$ cat src/rtl/key_event_decoder_pkg.sv
// Shared types and cycle constants for the key gesture decoder.
package key_pkg;

    typedef enum logic [2:0] {
        IDLE,
        PRESS1,
        HOLD,
        GAP,
        PRESS2
    } keyState_t;

    // Defaults assume a 50 MHz clock
    localparam int DEF_CNT_W       = 26;
    localparam int DEF_LONG_CYC    = 50_000_000;
    localparam int DEF_DBL_GAP_CYC = 15_000_000;
    localparam int DEF_REPEAT_CYC  = 10_000_000;

    localparam int TST_LONG_CYC    = 20;
    localparam int TST_DBL_GAP_CYC = 8;
    localparam int TST_REPEAT_CYC  = 5;

    function automatic logic isBusy(input keyState_t s);
        return s != IDLE;
    endfunction

endpackage

$ cat src/rtl/key_event_decoder_if.sv
// Key level in, gesture event pulses out.
interface key_event_decoder_if;

    logic nKeyIn;
    logic ShortPulse;
    logic DoublePulse;
    logic LongPulse;
    logic RepeatPulse;
    logic KeyBusy;

    modport master (
        output nKeyIn,
        input  ShortPulse,
        input  DoublePulse,
        input  LongPulse,
        input  RepeatPulse,
        input  KeyBusy
    );

    modport slave (
        input  nKeyIn,
        output ShortPulse,
        output DoublePulse,
        output LongPulse,
        output RepeatPulse,
        output KeyBusy
    );

endinterface

$ cat src/rtl/key_edge_det.sv
// Press/release edge decode for an active-low, debounced key level.
module key_edge_det (
    input  logic Clk,
    input  logic Rst,
    input  logic nKey,
    output logic keyPress,
    output logic keyRelease
);

    logic keyR;
    logic primed;

    always_ff @(posedge Clk or posedge Rst) begin
        if (Rst) begin
            keyR   <= 1'b1;
            primed <= 1'b0;
        end else begin
            keyR   <= nKey;
            primed <= 1'b1;
        end
    end

    // First edge after reset only seeds history: a key held through reset is not a press
    assign keyPress   = primed & keyR & ~nKey;
    assign keyRelease = primed & ~keyR & nKey;

endmodule

$ cat src/rtl/key_event_decoder.sv
// Classifies key gestures into short, double, long and auto-repeat pulses.
module key_event_decoder
    import key_pkg::*;
#(
    parameter int CNT_W       = DEF_CNT_W,
    parameter int LONG_CYC    = DEF_LONG_CYC,
    parameter int DBL_GAP_CYC = DEF_DBL_GAP_CYC,
    parameter int REPEAT_CYC  = DEF_REPEAT_CYC
) (
    input  logic Clk,
    input  logic Rst,
    key_event_decoder_if.slave bus
);

    localparam logic [CNT_W-1:0] LONG_LAST = CNT_W'(LONG_CYC - 1);
    localparam logic [CNT_W-1:0] GAP_LAST  = CNT_W'(DBL_GAP_CYC - 1);
    localparam logic [CNT_W-1:0] REP_LAST  = CNT_W'(REPEAT_CYC - 1);

    logic keyPress;
    logic keyRelease;

    keyState_t        state;
    logic [CNT_W-1:0] cnt;
    logic             shortPulse;
    logic             doublePulse;
    logic             longPulse;
    logic             repeatPulse;
    logic             keyBusy;

    key_edge_det edgeDet (
        .Clk        (Clk),
        .Rst        (Rst),
        .nKey       (bus.nKeyIn),
        .keyPress   (keyPress),
        .keyRelease (keyRelease)
    );

    always_ff @(posedge Clk or posedge Rst) begin
        if (Rst) begin
            state       <= IDLE;
            cnt         <= '0;
            shortPulse  <= 1'b0;
            doublePulse <= 1'b0;
            longPulse   <= 1'b0;
            repeatPulse <= 1'b0;
            keyBusy     <= 1'b0;
        end else begin
            shortPulse  <= 1'b0;
            doublePulse <= 1'b0;
            longPulse   <= 1'b0;
            repeatPulse <= 1'b0;
            unique case (state)
                IDLE: begin
                    cnt <= '0;
                    if (keyPress) begin
                        state   <= PRESS1;
                        keyBusy <= 1'b1;
                    end
                end
                PRESS1: begin
                    if (keyRelease) begin
                        state <= GAP;
                        cnt   <= '0;
                    end else if (cnt == LONG_LAST) begin
                        state     <= HOLD;
                        cnt       <= '0;
                        longPulse <= 1'b1;
                    end else begin
                        cnt <= cnt + 1'b1;
                    end
                end
                HOLD: begin
                    // Release beats a coincident repeat tick
                    if (keyRelease) begin
                        state   <= IDLE;
                        cnt     <= '0;
                        keyBusy <= 1'b0;
                    end else if (cnt == REP_LAST) begin
                        cnt         <= '0;
                        repeatPulse <= 1'b1;
                    end else begin
                        cnt <= cnt + 1'b1;
                    end
                end
                GAP: begin
                    if (keyPress) begin
                        state <= PRESS2;
                        cnt   <= '0;
                    end else if (cnt == GAP_LAST) begin
                        state      <= IDLE;
                        cnt        <= '0;
                        shortPulse <= 1'b1;
                        keyBusy    <= 1'b0;
                    end else begin
                        cnt <= cnt + 1'b1;
                    end
                end
                PRESS2: begin
                    cnt <= '0;
                    if (keyRelease) begin
                        state       <= IDLE;
                        doublePulse <= 1'b1;
                        keyBusy     <= 1'b0;
                    end
                end
                default: begin
                    state   <= IDLE;
                    cnt     <= '0;
                    keyBusy <= 1'b0;
                end
            endcase
        end
    end

    assign bus.ShortPulse  = shortPulse;
    assign bus.DoublePulse = doublePulse;
    assign bus.LongPulse   = longPulse;
    assign bus.RepeatPulse = repeatPulse;
    assign bus.KeyBusy     = keyBusy;

endmodule

$ cat src/flat_wrapper.sv
// flat-port wrapper written by rule: the top's interface ports become plain ports
module key_event_decoder_flat import key_pkg::*;
#(
    parameter int CNT_W       = DEF_CNT_W,
    parameter int LONG_CYC    = DEF_LONG_CYC,
    parameter int DBL_GAP_CYC = DEF_DBL_GAP_CYC,
    parameter int REPEAT_CYC  = DEF_REPEAT_CYC
)
  (Clk, Rst, bus_nKeyIn, bus_ShortPulse, bus_DoublePulse, bus_LongPulse, bus_RepeatPulse, bus_KeyBusy);
  key_event_decoder_if bus_i ();
  input  logic Clk;
  input  logic Rst;
  input wire logic [$bits(bus_i.nKeyIn)-1:0] bus_nKeyIn;
  output wire logic [$bits(bus_i.ShortPulse)-1:0] bus_ShortPulse;
  output wire logic [$bits(bus_i.DoublePulse)-1:0] bus_DoublePulse;
  output wire logic [$bits(bus_i.LongPulse)-1:0] bus_LongPulse;
  output wire logic [$bits(bus_i.RepeatPulse)-1:0] bus_RepeatPulse;
  output wire logic [$bits(bus_i.KeyBusy)-1:0] bus_KeyBusy;
  assign bus_i.nKeyIn = bus_nKeyIn;
  assign bus_ShortPulse = bus_i.ShortPulse;
  assign bus_DoublePulse = bus_i.DoublePulse;
  assign bus_LongPulse = bus_i.LongPulse;
  assign bus_RepeatPulse = bus_i.RepeatPulse;
  assign bus_KeyBusy = bus_i.KeyBusy;
  key_event_decoder #(.CNT_W(CNT_W), .LONG_CYC(LONG_CYC), .DBL_GAP_CYC(DBL_GAP_CYC), .REPEAT_CYC(REPEAT_CYC)) u_core (.Clk(Clk), .Rst(Rst), .bus(bus_i));
endmodule
$ cat config.mk
export PLATFORM = sky130hd
export DESIGN_NAME = key_event_decoder_flat
export DESIGN_NICKNAME = d
export VERILOG_FILES = /design/src/rtl/key_event_decoder_pkg.sv /design/src/rtl/key_event_decoder_if.sv /design/src/rtl/key_edge_det.sv /design/src/rtl/key_event_decoder.sv /design/src/flat_wrapper.sv
export SDC_FILE = /design/constraint.sdc
export NUM_CORES = 1
export LEC_CHECK = 0
export CORE_MARGIN = 4
export CORE_UTILIZATION = 28
export DETAILED_ROUTE_END_ITERATION = 10
export PLACE_DENSITY = 0.47
export SYNTH_ARGS = -nofsm -noshare
export SYNTH_HDL_FRONTEND = slang
export SYNTH_SLANG_ARGS = --single-unit
$ cat constraint.sdc
create_clock -name Clk -period 4.4 [get_ports Clk]
set_input_delay 0.66 -clock Clk [delete_from_list [all_inputs] [get_ports Clk]]
set_output_delay 0.66 -clock Clk [all_outputs]
set_load 0.05 [all_outputs]
Yosys cells after proc, flatten, opt, wreduce, memory -nomap -nowiden
Index checks and enable logic that the tools add are counted.

word-level totals
  register bits after elaboration = 36
  output and inout bits = 5

operators by class
  add/sub/neg operators = 1
  equal/unequal tests = 13
  mux-type cells = 30
  bitwise logic cells = 7
  reduce and logical (&&, ||, !) cells = 4

operators with widths
  cell                                                                number
  26-bit two-way mux                                                  6
  26-bit case mux with 3 select lines                                 1
  26-bit by 24-bit == test with 1-bit output (second input constant)  2
  26-bit by 1-bit adder with 26-bit output (second input constant)    1
  26-bit == test (second input constant)                              1
  3-bit two-way mux                                                   6
  1-bit two-way mux                                                   15
  3-bit case mux with 4 select lines                                  1
  3-bit by 2-bit == test with 1-bit output (second input constant)    2
  3-bit by 2-bit != test with 1-bit output (second input constant)    2
  5-bit AND reduction                                                 1
  1-bit AND                                                           4
  2-bit by 1-bit != test with 1-bit output (second input constant)    2
  2-bit != test (second input constant)                               2
  1-bit case mux with 4 select lines                                  1
  4-bit AND reduction                                                 1
  3-bit by 1-bit == test with 1-bit output (second input constant)    1
  3-bit == test (second input constant)                               1
  3-bit logical NOT                                                   1
  1-bit NOT                                                           3
  2-bit OR reduction                                                  1

Longest topological paths before layout
  depth after elaboration = 5
  mapped depth = 8

Modules after synthesis
A second synthesis with hierarchy kept.

unflattened totals
  cells, all modules = 189
  area, all modules = 1990.7 um2

modules (own cells, without submodules)
  module             instances  cells each  area each (um2)
  key_event_decoder  1          183         1914.3
  key_edge_det       1          6           76.3

Worst setup path after synthesis
OpenSTA, ideal clock, no wires.

  path type = flip-flop to flip-flop
  start point = reg u_core.cnt[0]
  end point = reg u_core.cnt[2]
  setup time = 119 ps
  arrival time = 2071 ps
  data required time = 4281 ps
  path slack = 2210 ps
  cell stages (with the launch flop) = 9
  cells stage by stage = dfrtp_1 > ha_1 > nand4_1 > or4_4 > nor4_4 > o211a_1 > buf_6 > buf_6 > nor2_1

on the way
  word-level cells in the longest chain between the ends = 4
  elaborated cells on any way between the ends = 11
  classes of those cells = add/sub: 1; eq/ne: 3; mux: 7

ends and longest elaborated chain
  element                                                                 RTL line                                                                   text
  start, declared                                                         key_event_decoder.sv:23                                                    logic [CNT_W-1:0] cnt;
  start signal, assigned                                                  key_event_decoder.sv:69                                                    cnt <= cnt + 1'b1;
  start signal, assigned                                                  key_event_decoder.sv:82                                                    cnt <= cnt + 1'b1;
  start signal, assigned                                                  key_event_decoder.sv:95                                                    cnt <= cnt + 1'b1;
  26-bit by 1-bit adder with 26-bit output, or another cell as far along  key_event_decoder.sv:69, key_event_decoder.sv:82, key_event_decoder.sv:95
  26-bit two-way mux, on equally long branches                            key_event_decoder.sv:89, key_event_decoder.sv:64, key_event_decoder.sv:78
  26-bit two-way mux, on equally long branches                            key_event_decoder.sv:86, key_event_decoder.sv:61, key_event_decoder.sv:74
  26-bit case mux with 3 select lines *                                   key_event_decoder.sv:52                                                    unique case (state)

Mark *: on every way between the ends. The rest lies on a longest branch, timed or not.
A chain may end at the register's enable or synchronous reset.

Final worst setup path
  start point = reg u_core.cnt[0]
  end point = reg u_core.cnt[15]

The elaborated chain is that of the path after synthesis.

==> reports/qor.csv <==
metric,value,unit
status,completed,
io_buffers,7,
grt_util_met3,0.0304,
synth_area_leaders,"dfrtp_1, xor2_1, nor2_1",
grt_max_degree,37,
worstPathRequired,4530,ps
placed_cell_area,1980,um2
gp_congestion,0.740,
dp_cells,266,
avgSynthCellArea,9.92,um2
drc,0,
internal_power,532,uW
antenna_found_initial,0,
viasPerCell,4.96,
syn_inst,186,
rows,29,
initial_core_util,0.289,
clock_power_share,0.304,
die_w,89.2,um
synth_ff_type,dfrtp_1,
power_switching,264,uW
area_growth,12.1,%
vias,1359,
sw_frac_of_total,0.331,
syn-cell-area,1850,um2
use_met1,0.151,
end_kind,flop,
grt_pass1_wl,6800,um
clk_path_buf_depth,2,
finClkSkew,6.93,ps
grt_pass1_vias,1389,
core_area,6390,um2
ir_drop,181,uV
rsz0062_at_grt,false,
power_leakage,0.830,nW
grt-ovfl-total,0,
final_nets,200,
final_cell_mix,"dfrtp_1, nor2_1, xor2_1, nand4_1, nand2_1",
p_seq_frac,0.487,
cts_made_buffers,5,
cp_max_fo,26,
floorplan.die_area,7950,um2
use_met2,0.171,
cts.hold.buffers_added,0,
antenna_left,0,
p_per_area,385,nW/um2
cts_resized,0,
critPathKind,reg -> reg,
ys_seq_area_frac,0.489,
ys_types,39,
hold_class,reg -> reg,
final_cells,274,
ioPinCount,8,
fin_area,2070,um2
power,795,uW
synth_fp_nets,190,
setup_viol,0,
finalSetupTns,0,ps
cts_tree,built,
async_reset_ff_frac,1.00,
fmax,355,MHz
synth_edf_count,0,
clock_latency,290,ps
clock-sinks,36,
final_common_cell,dfrtp_1,
n_antenna_cell,0,
die_y,89.2,um
maxSlewViolCount,0,
worst_setup_path_start_kind,flop,
synth.top_cell.area_share,0.475,
comb_power_share,0.209,
cts_setup_buffers,0,
post-synth-top-area-cell,dfrtp_1,
fin_crit,2820,ps
worst_pin_slew,1020,ps
post-route-period-util,0.640,
wl_per_cell,13.8,um
cts.clk_slew.worst_paths,70,ps
ys_warn_count,0,
routed_wl,3780,um
dp_hpwl,2610,um
drive_gt1_frac,0.0508,
ys_ff_latch,36,
cp.arrival,2950,ps
cap_violations,0,
slew_headroom,0.316,
track_usage,0.111,
clockRootBuffer,clkbuf_8,
hold_viol,0,
dr.pass1.iters,4,
drt_iter0_drc,48,
htreeDepth,2,
grt_busiest_layer,met2,
==> power groups by stage <==
stage | logic, mW | registers, mW | clock network (mW)
6_report | 0.166 | 0.387 | 0.242
5_1_grt | 0.190 | 0.392 | 0.270
4_1_cts | 0.171 | 0.387 | 0.255
3_5_place_dp | 0.170 | 0.394 | 0
3_3_place_gp | 0.173 | 0.393 | 0
2_1_floorplan | 0.185 | 0.380 | 0
==> metrics by stage <==
| stage | util | setup slack, ps | hold WS (ps) |
|---|---|---|---|
| global placement | 0.310 | 1540 | 481 |
| floorplan | - | 2210 | 450 |
| detailed placement | 0.310 | 1530 | 491 |
| CTS | 0.324 | 1530 | 501 |
| finish | 0.324 | 1580 | 496 |
| global route | 0.324 | 1300 | 544 |
==> final timing paths <==
| check | start | endpoint | slack, ps | cells past startpoint |
|---|---|---|---|---|
| hold / removal | u_core.cnt[0] | u_core.cnt[0] | 500 | 1 |
| setup / recovery | u_core.cnt[0] | u_core.cnt[15] | 1580 | 6 |
| setup reg to reg | u_core.cnt[0] | u_core.cnt[15] | 1580 | 6 |
| max in group asynchronous | Rst | u_core.edgeDet.keyR | 3270 | 3 |
| hold reg to reg | u_core.cnt[0] | u_core.cnt[0] | 500 | 1 |
| min in group asynchronous | Rst | u_core.state[2] | 780 | 3 |
==> cells in the mapped netlist (2+ instances only) <==
cell type,n
a21oi_1,3
nor2b_1,4
inv_1,3
nand2b_1,3
buf_6,3
nand2_1,13
and4_1,5
xnor2_1,4
or3_1,5
nand4b_1,2
o21ai_0,4
nor3_1,3
nand4_1,13
nand3_1,7
nor4_1,3
xor2_1,18
and3_1,2
nor3b_1,2
o311ai_0,2
dfrtp_1,35
and2_1,2
nand3b_1,3
clkbuf_1,2
nor2_1,30
==> kinds of logic after synthesis <==
| group | count (synthesis) | share of synthesized area |
|---|---|---|
| AO/OA/AOI/OAI | 16 | 0.0610 |
| XOR/XNOR | 22 | 0.104 |
| adder cells (fa/ha/maj) | 1 | 0.00678 |
| buffers and inverters | 8 | 0.0285 |
| flip-flops | 36 | 0.489 |
| other | 1 | 0.00203 |
| AND/OR/NAND/NOR | 102 | 0.308 |
==> metal layers <==
metal / part of all wire / vias to the layer above
met3: 0.025 / 7
li1: - / 678
met4: 0.014 / 0
met1: 0.51 / 663
met5: 0 / -
met2: 0.46 / 11
==> registers in the layout, summed over array words and instances (netlist names) <==
name	flops
u_core.edgeDet.primed	1
u_core.bus.RepeatPulse	1
u_core.cnt	26
u_core.bus.DoublePulse	1
u_core.bus.LongPulse	1
u_core.bus.ShortPulse	1
u_core.edgeDet.keyR	1
u_core.state	3
u_core.bus.KeyBusy	1
==> critical path, stage by stage (launching register included) <==
cell and delay [ps]:
dfrtp_1 400, ha_1 260, nand4_1 150, or4_4 600, nor4_4 380, o211a_1 760, nor2_1 110
==> layout make-up <==
cell class,count,area (um2)
inverters,3,11.3
clock buffers,8,90.1
fillers,672,4320
multi-input cells,142,891
flip-flops and latches,36,902
repair buffers,8,77.6
well taps,77,96.3
(Power assumes the default switching activity.)
